$ cat config.mk
export PLATFORM = sky130hd
export DESIGN_NAME = ps2_key_event_rx
export DESIGN_NICKNAME = d
export VERILOG_FILES = /design/src/rtl/ps2_key_event_rx.sv
export SDC_FILE = /design/constraint.sdc
export NUM_CORES = 1
export LEC_CHECK = 0
export CORE_MARGIN = 2
export CORE_UTILIZATION = 60
export CTS_CLUSTER_SIZE = 8
export DETAILED_ROUTE_END_ITERATION = 8
export HOLD_SLACK_MARGIN = 0.05
export PLACE_DENSITY = 0.79
export SYNTH_ARGS = -nofsm -noshare
export SYNTH_HDL_FRONTEND = slang
export SYNTH_SLANG_ARGS = --single-unit
$ cat constraint.sdc
create_clock -name w_Clk -period 2.6 [get_ports w_Clk]
set_input_delay 0.39 -clock w_Clk [delete_from_list [all_inputs] [get_ports w_Clk]]
set_output_delay 0.39 -clock w_Clk [all_outputs]
set_load 0.1 [all_outputs]
$ cat src/rtl/ps2_key_event_rx.sv
// Purpose : PS/2 set-2 keyboard receiver; turns device-to-host frames into 8-bit key events {up, keycode}.
// Latency : o_Enable pulses one w_Clk cycle after the filtered falling edge that samples the stop bit.
// Backpressure: none; the downstream register block must take every o_Enable strobe (at most one per frame).
// Ports   : w_Clk/w_Rst_n system clock and async active-low reset; w_Ps2Clk/w_Ps2Data raw async PS/2 lines;
//           o_KeyEvent key event (bit7 up/down, bits6:0 keycode); o_Enable single-cycle event strobe.
module ps2_key_event_rx #(
   parameter int FILTER_LEN     = 4,
   parameter int TIMEOUT_CYCLES = 5000
) (
   input  logic       w_Clk,
   input  logic       w_Rst_n,
   input  logic       w_Ps2Clk,
   input  logic       w_Ps2Data,
   output logic [7:0] o_KeyEvent,
   output logic       o_Enable
);

   localparam int FW = $clog2(FILTER_LEN + 1);
   localparam int TW = $clog2(TIMEOUT_CYCLES + 1);

   typedef enum logic [1:0] {
      IDLE   = 2'd0,
      DATA   = 2'd1,
      PARITY = 2'd2,
      STOP   = 2'd3
   } state_t;

   // Synchronisers reset to the idle-high line level so reset release cannot fake an edge.
   logic          clk_s1_q, clk_s2_q;
   logic          dat_s1_q, dat_s2_q;

   logic          filt_clk_q, filt_clk_d;
   logic [FW-1:0] filt_cnt_q, filt_cnt_d;
   logic          sample;

   state_t        state_q, state_d;
   logic [2:0]    bit_cnt_q, bit_cnt_d;
   logic [7:0]    shift_q, shift_d;
   logic          par_q, par_d;
   logic [TW-1:0] tmo_q, tmo_d;
   logic          brk_q, brk_d;
   logic          ext_q, ext_d;
   logic [7:0]    key_q, key_d;
   logic          en_q, en_d;
   logic [7:0]    map_res;

   // Returns {hit, keycode[6:0]}; hit=0 for unmapped scancodes.
   function automatic logic [7:0] map_key(input logic [7:0] sc);
      logic [7:0] r;
      r = 8'h00;
      case (sc)
         8'h1C: r = 8'h84;  8'h32: r = 8'h85;  8'h21: r = 8'h86;  8'h23: r = 8'h87;
         8'h24: r = 8'h88;  8'h2B: r = 8'h89;  8'h34: r = 8'h8A;  8'h33: r = 8'h8B;
         8'h43: r = 8'h8C;  8'h3B: r = 8'h8D;  8'h42: r = 8'h8E;  8'h4B: r = 8'h8F;
         8'h3A: r = 8'h90;  8'h31: r = 8'h91;  8'h44: r = 8'h92;  8'h4D: r = 8'h93;
         8'h15: r = 8'h94;  8'h2D: r = 8'h95;  8'h1B: r = 8'h96;  8'h2C: r = 8'h97;
         8'h3C: r = 8'h98;  8'h2A: r = 8'h99;  8'h1D: r = 8'h9A;  8'h22: r = 8'h9B;
         8'h35: r = 8'h9C;  8'h1A: r = 8'h9D;
         8'h16: r = 8'h9E;  8'h1E: r = 8'h9F;  8'h26: r = 8'hA0;  8'h25: r = 8'hA1;
         8'h2E: r = 8'hA2;  8'h36: r = 8'hA3;  8'h3D: r = 8'hA4;  8'h3E: r = 8'hA5;
         8'h46: r = 8'hA6;  8'h45: r = 8'hA7;
         8'h12: r = 8'hF2;  8'h59: r = 8'hF3;
         default: r = 8'h00;
      endcase
      return r;
   endfunction

   assign map_res = map_key(shift_q);

   // Glitch filter: the filtered clock follows the synchronised clock only after
   // FILTER_LEN consecutive samples disagree with it; any agreeing sample restarts the count.
   always_comb begin
      filt_clk_d = filt_clk_q;
      filt_cnt_d = '0;
      if (clk_s2_q != filt_clk_q) begin
         if (filt_cnt_q == FW'(FILTER_LEN - 1)) begin
            filt_clk_d = clk_s2_q;
         end else begin
            filt_cnt_d = filt_cnt_q + 1'b1;
         end
      end
   end

   assign sample = filt_clk_q & ~filt_clk_d;

   always_comb begin
      state_d   = state_q;
      bit_cnt_d = bit_cnt_q;
      shift_d   = shift_q;
      par_d     = par_q;
      brk_d     = brk_q;
      ext_d     = ext_q;
      key_d     = key_q;
      en_d      = 1'b0;

      if (state_q == IDLE || sample) begin
         tmo_d = '0;
      end else begin
         tmo_d = tmo_q + 1'b1;
      end

      case (state_q)
         IDLE: begin
            if (sample && !dat_s2_q) begin
               state_d   = DATA;
               bit_cnt_d = 3'd0;
            end
         end
         DATA: begin
            if (sample) begin
               shift_d   = {dat_s2_q, shift_q[7:1]};
               bit_cnt_d = bit_cnt_q + 3'd1;
               if (bit_cnt_q == 3'd7) begin
                  state_d = PARITY;
               end
            end
         end
         PARITY: begin
            if (sample) begin
               par_d   = dat_s2_q;
               state_d = STOP;
            end
         end
         STOP: begin
            if (sample) begin
               state_d = IDLE;
               if ((^{shift_q, par_q}) && dat_s2_q) begin
                  if (shift_q == 8'hF0) begin
                     brk_d = 1'b1;
                  end else if (shift_q == 8'hE0) begin
                     ext_d = 1'b1;
                  end else begin
                     brk_d = 1'b0;
                     ext_d = 1'b0;
                     // Extended keys are not supported: the byte after E0 is swallowed.
                     if (!ext_q && map_res[7]) begin
                        en_d  = 1'b1;
                        key_d = {brk_q, map_res[6:0]};
                     end
                  end
               end else begin
                  brk_d = 1'b0;
                  ext_d = 1'b0;
               end
            end
         end
         default: state_d = IDLE;
      endcase

      // A stalled frame is abandoned; prefixes already received stay pending.
      if (state_q != IDLE && !sample && tmo_q == TW'(TIMEOUT_CYCLES)) begin
         state_d = IDLE;
      end
   end

   always_ff @(posedge w_Clk or negedge w_Rst_n) begin
      if (!w_Rst_n) begin
         state_q <= IDLE;
      end else begin
         state_q <= state_d;
      end
   end

   always_ff @(posedge w_Clk or negedge w_Rst_n) begin
      if (!w_Rst_n) begin
         clk_s1_q   <= 1'b1;
         clk_s2_q   <= 1'b1;
         dat_s1_q   <= 1'b1;
         dat_s2_q   <= 1'b1;
         filt_clk_q <= 1'b1;
         filt_cnt_q <= '0;
         bit_cnt_q  <= 3'd0;
         shift_q    <= 8'h00;
         par_q      <= 1'b0;
         tmo_q      <= '0;
         brk_q      <= 1'b0;
         ext_q      <= 1'b0;
         key_q      <= 8'h00;
         en_q       <= 1'b0;
      end else begin
         clk_s1_q   <= w_Ps2Clk;
         clk_s2_q   <= clk_s1_q;
         dat_s1_q   <= w_Ps2Data;
         dat_s2_q   <= dat_s1_q;
         filt_clk_q <= filt_clk_d;
         filt_cnt_q <= filt_cnt_d;
         bit_cnt_q  <= bit_cnt_d;
         shift_q    <= shift_d;
         par_q      <= par_d;
         tmo_q      <= tmo_d;
         brk_q      <= brk_d;
         ext_q      <= ext_d;
         key_q      <= key_d;
         en_q       <= en_d;
      end
   end

   assign o_KeyEvent = key_q;
   assign o_Enable   = en_q;

endmodule

; Word-level counts from Yosys, hierarchy flattened
; Memory sizes are Yosys's and may differ from the RTL's.
; Cells that the tools add are included.
[totals]
reg_bits = 46
romBits = 1024
memories = 1
out_inout_bits = 9
wordCells = 89
[op_classes]
muxes = 28
addsub = 3
bitwise = 4
n_eq_ne = 18
n_reduce_logical = 20
[memory_table]
columns = name, depth, word_bits, read_ports, rd_clocked_by_memory_dff, write_ports, line
row1 = (name not given), 128, 8, 1, 0, 0, 51  ; case (sc)
[ops]
columns = operator, count
row1 = $eq A8 B8 Y1 const B, 2
row2 = $ne A3 B3 Y1 const B, 5
row3 = $mux W1, 14
row4 = $add A13 B1 Y13 const B, 1
row5 = $eq A13 B13 Y1 const B, 1
row6 = $mux W13, 1
row7 = $mux W2, 6
row8 = $mux W3, 4
row9 = $reduce_and A3 Y1, 3
row10 = $reduce_xor A9 Y1, 1
row11 = $mux W8, 1
row12 = $pmux W2 S4, 1
row13 = $add A3 B1 Y3 const B, 2
row14 = $pmux W3 S2, 1
row15 = $reduce_and A6 Y1, 1
row16 = $logic_and A1 B1 Y1, 5
row17 = $reduce_and A5 Y1, 1
row18 = $eq A2 B2 Y1 const B, 2
row19 = $ne A2 B2 Y1 const B, 2
row20 = $reduce_and A2 Y1, 2
row21 = $reduce_bool A2 Y1, 2
row22 = $eq A3 B2 Y1 const B, 1
row23 = $eq A3 B3 Y1 const B, 1
row24 = $logic_not A1 Y1, 3
row25 = 8 further kinds, 10

; Depth between registers and ports, before layout
[depth]
depth_word = 10
ltp_mapped = 10
mapped_depth_nobuf = 8

; Worst setup path after synthesis
; OpenSTA, ideal clock, no wires.
[synth_timing]
kind = reg-to-reg
from = reg shift_q[1]
to = reg key_q[0] (netlist: o_KeyEvent[0])
setup_time_ns = 0.126
t_arrival_ns = 2.054
path_slack_ns = 0.420
synth_period_minus_slack_ns = 2.180
stages_incl_launch_ff = 9
path_buffers = 0
path_cell_list = dfrtp_1 -> inv_1 -> ha_1 -> and2_1 -> o21a_1 -> o21ai_0 -> o2111a_1 -> nand4b_4 -> mux2_2
[synth_between]
elab_chain_cells = 4
word_cells_on_any_way = 10
classes_between = 2 x eq/ne / 1 x mux / 2 x bitwise / 4 x reduce/logical / 1 x memory
[synth_lines]
columns = element, line
row1 = "start, declared", 38  ; logic [7:0] shift_q, shift_d;
row2 = "start signal, assigned", 188  ; shift_q <= shift_d;
row3 = $mem_v2 Z128 W8, --
row4 = $mux W8, 51
row5 = $logic_and A1 B1 Y1, 136  ; if (!ext_q && map_res[7]) begin
row6 = $reduce_and A6 Y1 (no source line), --
row7 = "end signal, assigned", 193  ; key_q <= key_d;
row8 = "end, declared", 43  ; logic [7:0] key_q, key_d;
; Parallel ways exist; a longest one is shown, timed or not.
; A chain may end at the register's enable or synchronous reset.

; Worst setup path after layout
[layout_timing]
from = reg shift_q[0]
to = reg key_q[3] (netlist: o_KeyEvent[3])
; Same word-level chain as after synthesis.

==> results_tabular.tex <==
\begin{tabular}{lr}
\hline
Metric & Value \\
\hline
\multicolumn{2}{l}{\textbf{Power}} \\
Leakage power & 1.443 nW \\
Sw Share & 0.3320 \\
Internal power & 1.183 mW \\
Combinational cell fraction of total power & 0.242 \\
Part of the total power dissipated in the clock network & 0.258 \\
Largest vdd supply drop & 474.1 uV \\
P per Cell Area & 548.3 nW/um\^{}2 \\
Portion of total power attributed to sequential cells & 0.500 \\
Net load switching power & 588.1 uW \\
Overall power consumption & 1.771 mW \\
\multicolumn{2}{l}{\textbf{Die}} \\
Standard-cell rows & 25 \\
Die area & 5585 sq um \\
Starting utilization of the core area & 0.6272 \\
Die Span Y & 74.73 um \\
Number of primary I/O pins & 13 \\
Die X-Extent & 74.73 um \\
Placeable core area & 4786 sq um \\
\multicolumn{2}{l}{\textbf{GRT}} \\
Global-route total usage across every layer & 0.2615 \\
Antenna violations before repair & 0 \\
GR Overflow Total & 0 \\
Global-route met2 utilization & 0.4444 \\
Busiest metal layer after global routing & met2 \\
Vias in the first global route & 2375 \\
Met3 Use GR & 0.04016 \\
Met1 track demand over resource & 0.3466 \\
Global-route wire length before repair & 11.18 mm \\
Maximum number of pins on one net before global-route repair & 47 \\
\multicolumn{2}{l}{\textbf{Route}} \\
Average via count per standard cell & 6.096 \\
Routed wire length per instance & 16.19 um \\
Count of vias placed by the detailed router & 2481 \\
\# DRC & 0 \\
Antenna-violating nets left & 0 \\
Aggregate routed wire length & 6.590 mm \\
Drt first-iter violations & 245 \\
Number of detailed-routing iterations run before antenna repair & 5 \\
\multicolumn{2}{l}{\textbf{Place}} \\
Detailed placement HPWL & 4.675 mm \\
Number of placed instances, taps included & 399 \\
Final Wtd Congestion & 0.9441 \\
Area after DPL & 3136 sq um \\
Buffers added on ports & 12 \\
Setup WS pre-CTS & 0.2215 ns \\
\multicolumn{2}{l}{\textbf{Timing}} \\
Hold Violations, Final & 0 \\
Remaining max-slew budget at the tightest pin & 0.3371 \\
Final clock period utilization by the worst path & 0.9277 \\
Final setup margin & 0.1880 ns \\
Final Max Tran Viols & 0 \\
Least-Margin Pin Slew & 0.9944 ns \\
Crit path time final & 2.412 ns \\
Clock tree skew after final layout & 0.01020 ns \\
RSZ-0062 raised after global routing & no \\
Setup TNS & 0 ns \\
Fmax & 414.6 MHz \\
Total setup violations reported at the end of the flow & 0 \\
\multicolumn{2}{l}{\textbf{Final layout}} \\
P\&R area growth vs syn & 7.628\% \\
Layout filler cell count & 406 \\
ANT cells & 0 \\
Area taken by flip-flops and latches & 1157 sq um \\
Final design instance area without fill & 3231 sq um \\
Ratio of cells with drive above 1 in the final layout & 0.1500 \\
Count of nets after finishing & 361 \\
Non-filler instance count after layout & 407 \\
Footprint of the multi-input gates & 1678 sq um \\
\multicolumn{2}{l}{\textbf{CTS}} \\
Number of buffers added to fix hold violations after cts & 0 \\
Skew-Pair Late Insertion Delay & 0.30 ns \\
Clock Pin Slew Worst Setup and Hold Paths & 0.09 ns \\
Post-cts gate resize count & 0 \\
Number of clock sinks & 46 \\
TritonCTS clock tree & built \\
Worst-case clock buffer depth & 2 \\
Total CTS buffers & 5 \\
Setup Fix Bufs, Post-CTS & 0 \\
Library cell used as clock root buffer & sky130\_fd\_sc\_hd\_\_clkbuf\_8 \\
Number of H-tree levels & 2 \\
\multicolumn{2}{l}{\textbf{Critical path}} \\
Crit path required time & 2.79 ns \\
Critical Path Sink Type & register \\
Startpoint type of the worst setup path & register \\
Reg2Reg Launch Point & shift\_q[0] \\
Data arrival time of the worst path & 2.60 ns \\
Critical setup path kind & register to register \\
Maximum fanout encountered on the critical timing path & 10 \\
Launching element of the worst setup path & shift\_q[0] \\
\multicolumn{2}{l}{\textbf{Yosys}} \\
Number of instances in the synthesized netlist & 334 \\
Number of synthesized flops with an enable pin & 0 \\
Fraction of registers with async set or reset after synthesis & 1.000 \\
Count of yosys warnings during synthesis & 0 \\
Number of synthesized register bits & 46 \\
Dominant register cell in the synthesized netlist & sky130\_fd\_sc\_hd\_\_dfrtp\_1 \\
Number of distinct library cell variants in the gate-level netlist after synthesis & 53 \\
Average footprint of a synthesized cell & 8.987 sq um \\
Share of synthesized area occupied by flip-flops and latches & 0.3856 \\
Synthesized area & 3002 sq um \\
Synthesized Nets & 356 \\
\multicolumn{2}{l}{\textbf{Worst hold path}} \\
Hold crit path type & primary input to asynchronous set/reset pin \\
\multicolumn{2}{l}{\textbf{Run}} \\
Number of max-cap violations & 0 \\
\multicolumn{2}{l}{\textbf{Outcome}} \\
Outcome & finished, final reports clean \\
\hline
\end{tabular}
==> routing by layer <==
metal	wire (um)	up-vias
met5	0	-
met1	2868	1181
met2	3248	102
met4	116	0
met3	356	11
li1	-	1187
==> synthesized netlist by cell type, types with 7 or more instances <==
cell / number / share of area
sky130_fd_sc_hd__nor3_1: 9 / 0.015
sky130_fd_sc_hd__nand3_1: 11 / 0.018
sky130_fd_sc_hd__a31oi_1: 8 / 0.017
sky130_fd_sc_hd__nor2_1: 31 / 0.039
sky130_fd_sc_hd__buf_2: 10 / 0.017
sky130_fd_sc_hd__dfrtp_1: 41 / 0.34
sky130_fd_sc_hd__clkbuf_1: 11 / 0.014
sky130_fd_sc_hd__nand2_1: 34 / 0.043
sky130_fd_sc_hd__o21ai_0: 21 / 0.035
sky130_fd_sc_hd__xnor2_1: 10 / 0.029
sky130_fd_sc_hd__inv_1: 15 / 0.019
sky130_fd_sc_hd__mux2_2: 14 / 0.053
sky130_fd_sc_hd__nand4_1: 7 / 0.015
sky130_fd_sc_hd__a21oi_1: 18 / 0.030
sky130_fd_sc_hd__ha_1: 18 / 0.075
==> stage by stage <==
step	hold slack, ns	utilization
after floorplan	0.09441	-
final	0.2481	0.6750
after detailed placement	0.3484	0.6552
after global routing	0.3467	0.6750
after CTS	0.2882	0.6750
after global placement	0.3458	0.6552
==> kinds of logic (layout without fill, tap and decap cells) <==
family / Yosys count / after routing / synth area share
flops: 46 / 46 / 0.3856
fa+ha+maj: 18 / 18 / 0.07503
mux: 16 / 16 / 0.05919
compound gates: 76 / 76 / 0.1613
buf+inv: 38 / 44 / 0.05544
simple gates: 122 / 122 / 0.2059
xor+xnor: 18 / 18 / 0.05753
==> path summary, 6_finish.rpt <==
kind | endpoint | slack [ns] | cells past startpoint
max | o_KeyEvent[3] | 0.19 | 8
min | tmo_q[10] | 0.25 | 1
max reg2reg | o_KeyEvent[3] | 0.19 | 8
min reg2reg | clk_s2_q | 0.36 | 0
max in group asynchronous | tmo_q[6] | 1.73 | 1
min in group w_Clk | clk_s2_q | 0.36 | 0
==> registers in the layout, indices dropped and copies added, names as in the netlist, 2 cells and up <==
signal / flops
bit_cnt_q: 3
filt_cnt_q: 3
o_KeyEvent: 8
shift_q: 8
state_q: 2
tmo_q: 13
==> critical path: stages (launching register included) <==
cell                       delay [ns]
sky130_fd_sc_hd__dfrtp_1         0.57
sky130_fd_sc_hd__inv_1           0.17
sky130_fd_sc_hd__ha_1            0.34
sky130_fd_sc_hd__nand2_1         0.13
sky130_fd_sc_hd__nand2_1         0.08
sky130_fd_sc_hd__o221ai_1        0.19
sky130_fd_sc_hd__o2111a_1        0.26
sky130_fd_sc_hd__nand4b_4        0.21
sky130_fd_sc_hd__mux2_2          0.36
==> layout by cell type (no fill, tap or decap), types with 2 or more instances in the layout <==
cell	Yosys	routed
sky130_fd_sc_hd__nand3_1	11	11
sky130_fd_sc_hd__or3_1	2	2
sky130_fd_sc_hd__xor2_1	6	6
sky130_fd_sc_hd__o2111ai_1	2	2
sky130_fd_sc_hd__a211oi_1	3	3
sky130_fd_sc_hd__nand2_1	34	34
sky130_fd_sc_hd__xnor2_1	10	10
sky130_fd_sc_hd__nand4_1	7	7
sky130_fd_sc_hd__a21oi_1	18	18
sky130_fd_sc_hd__clkbuf_8	0	6
sky130_fd_sc_hd__a31oi_1	8	8
sky130_fd_sc_hd__o211ai_1	3	3
sky130_fd_sc_hd__ha_1	18	18
sky130_fd_sc_hd__nand2b_1	4	4
sky130_fd_sc_hd__a21o_1	2	2
sky130_fd_sc_hd__dfstp_2	5	5
sky130_fd_sc_hd__and2_1	2	2
sky130_fd_sc_hd__mux2i_1	2	2
sky130_fd_sc_hd__o21a_1	3	3
sky130_fd_sc_hd__clkdlybuf4s50_1	0	2
sky130_fd_sc_hd__buf_4	1	18
sky130_fd_sc_hd__nor2b_1	6	6
sky130_fd_sc_hd__dfrtp_1	41	41
sky130_fd_sc_hd__nor2_1	31	31
sky130_fd_sc_hd__o221ai_1	3	3
sky130_fd_sc_hd__o31ai_1	2	2
sky130_fd_sc_hd__nor4b_1	3	3
sky130_fd_sc_hd__nor3b_1	3	3
sky130_fd_sc_hd__o22ai_1	2	2
sky130_fd_sc_hd__and3_1	2	2
sky130_fd_sc_hd__inv_1	15	15
sky130_fd_sc_hd__nand3b_1	2	2
sky130_fd_sc_hd__nor3_1	9	9
sky130_fd_sc_hd__o21ai_0	21	21
sky130_fd_sc_hd__mux2_2	14	14
==> power groups by stage <==
stage / registers, mW / clock network [mW] / logic, mW
2_1_floorplan: 0.863 / 0 / 0.365
3_3_place_gp: 0.893 / 0 / 0.410
3_5_place_dp: 0.898 / 0 / 0.430
4_1_cts: 0.884 / 0.461 / 0.429
5_1_grt: 0.901 / 0.489 / 0.490
6_report: 0.886 / 0.457 / 0.429
==> area by class of cell <==
cell class / instances / share of cell area
Multi-Input combinational cell: 250 / 0.5194
Sequential cell: 46 / 0.3582
Timing Repair Buffer: 21 / 0.04957
Tap cell: 67 / 0.02595
Clock buffer: 6 / 0.02556
Inverter: 15 / 0.01743
Clock inverter: 2 / 0.003873
(Power assumes the default switching activity.)
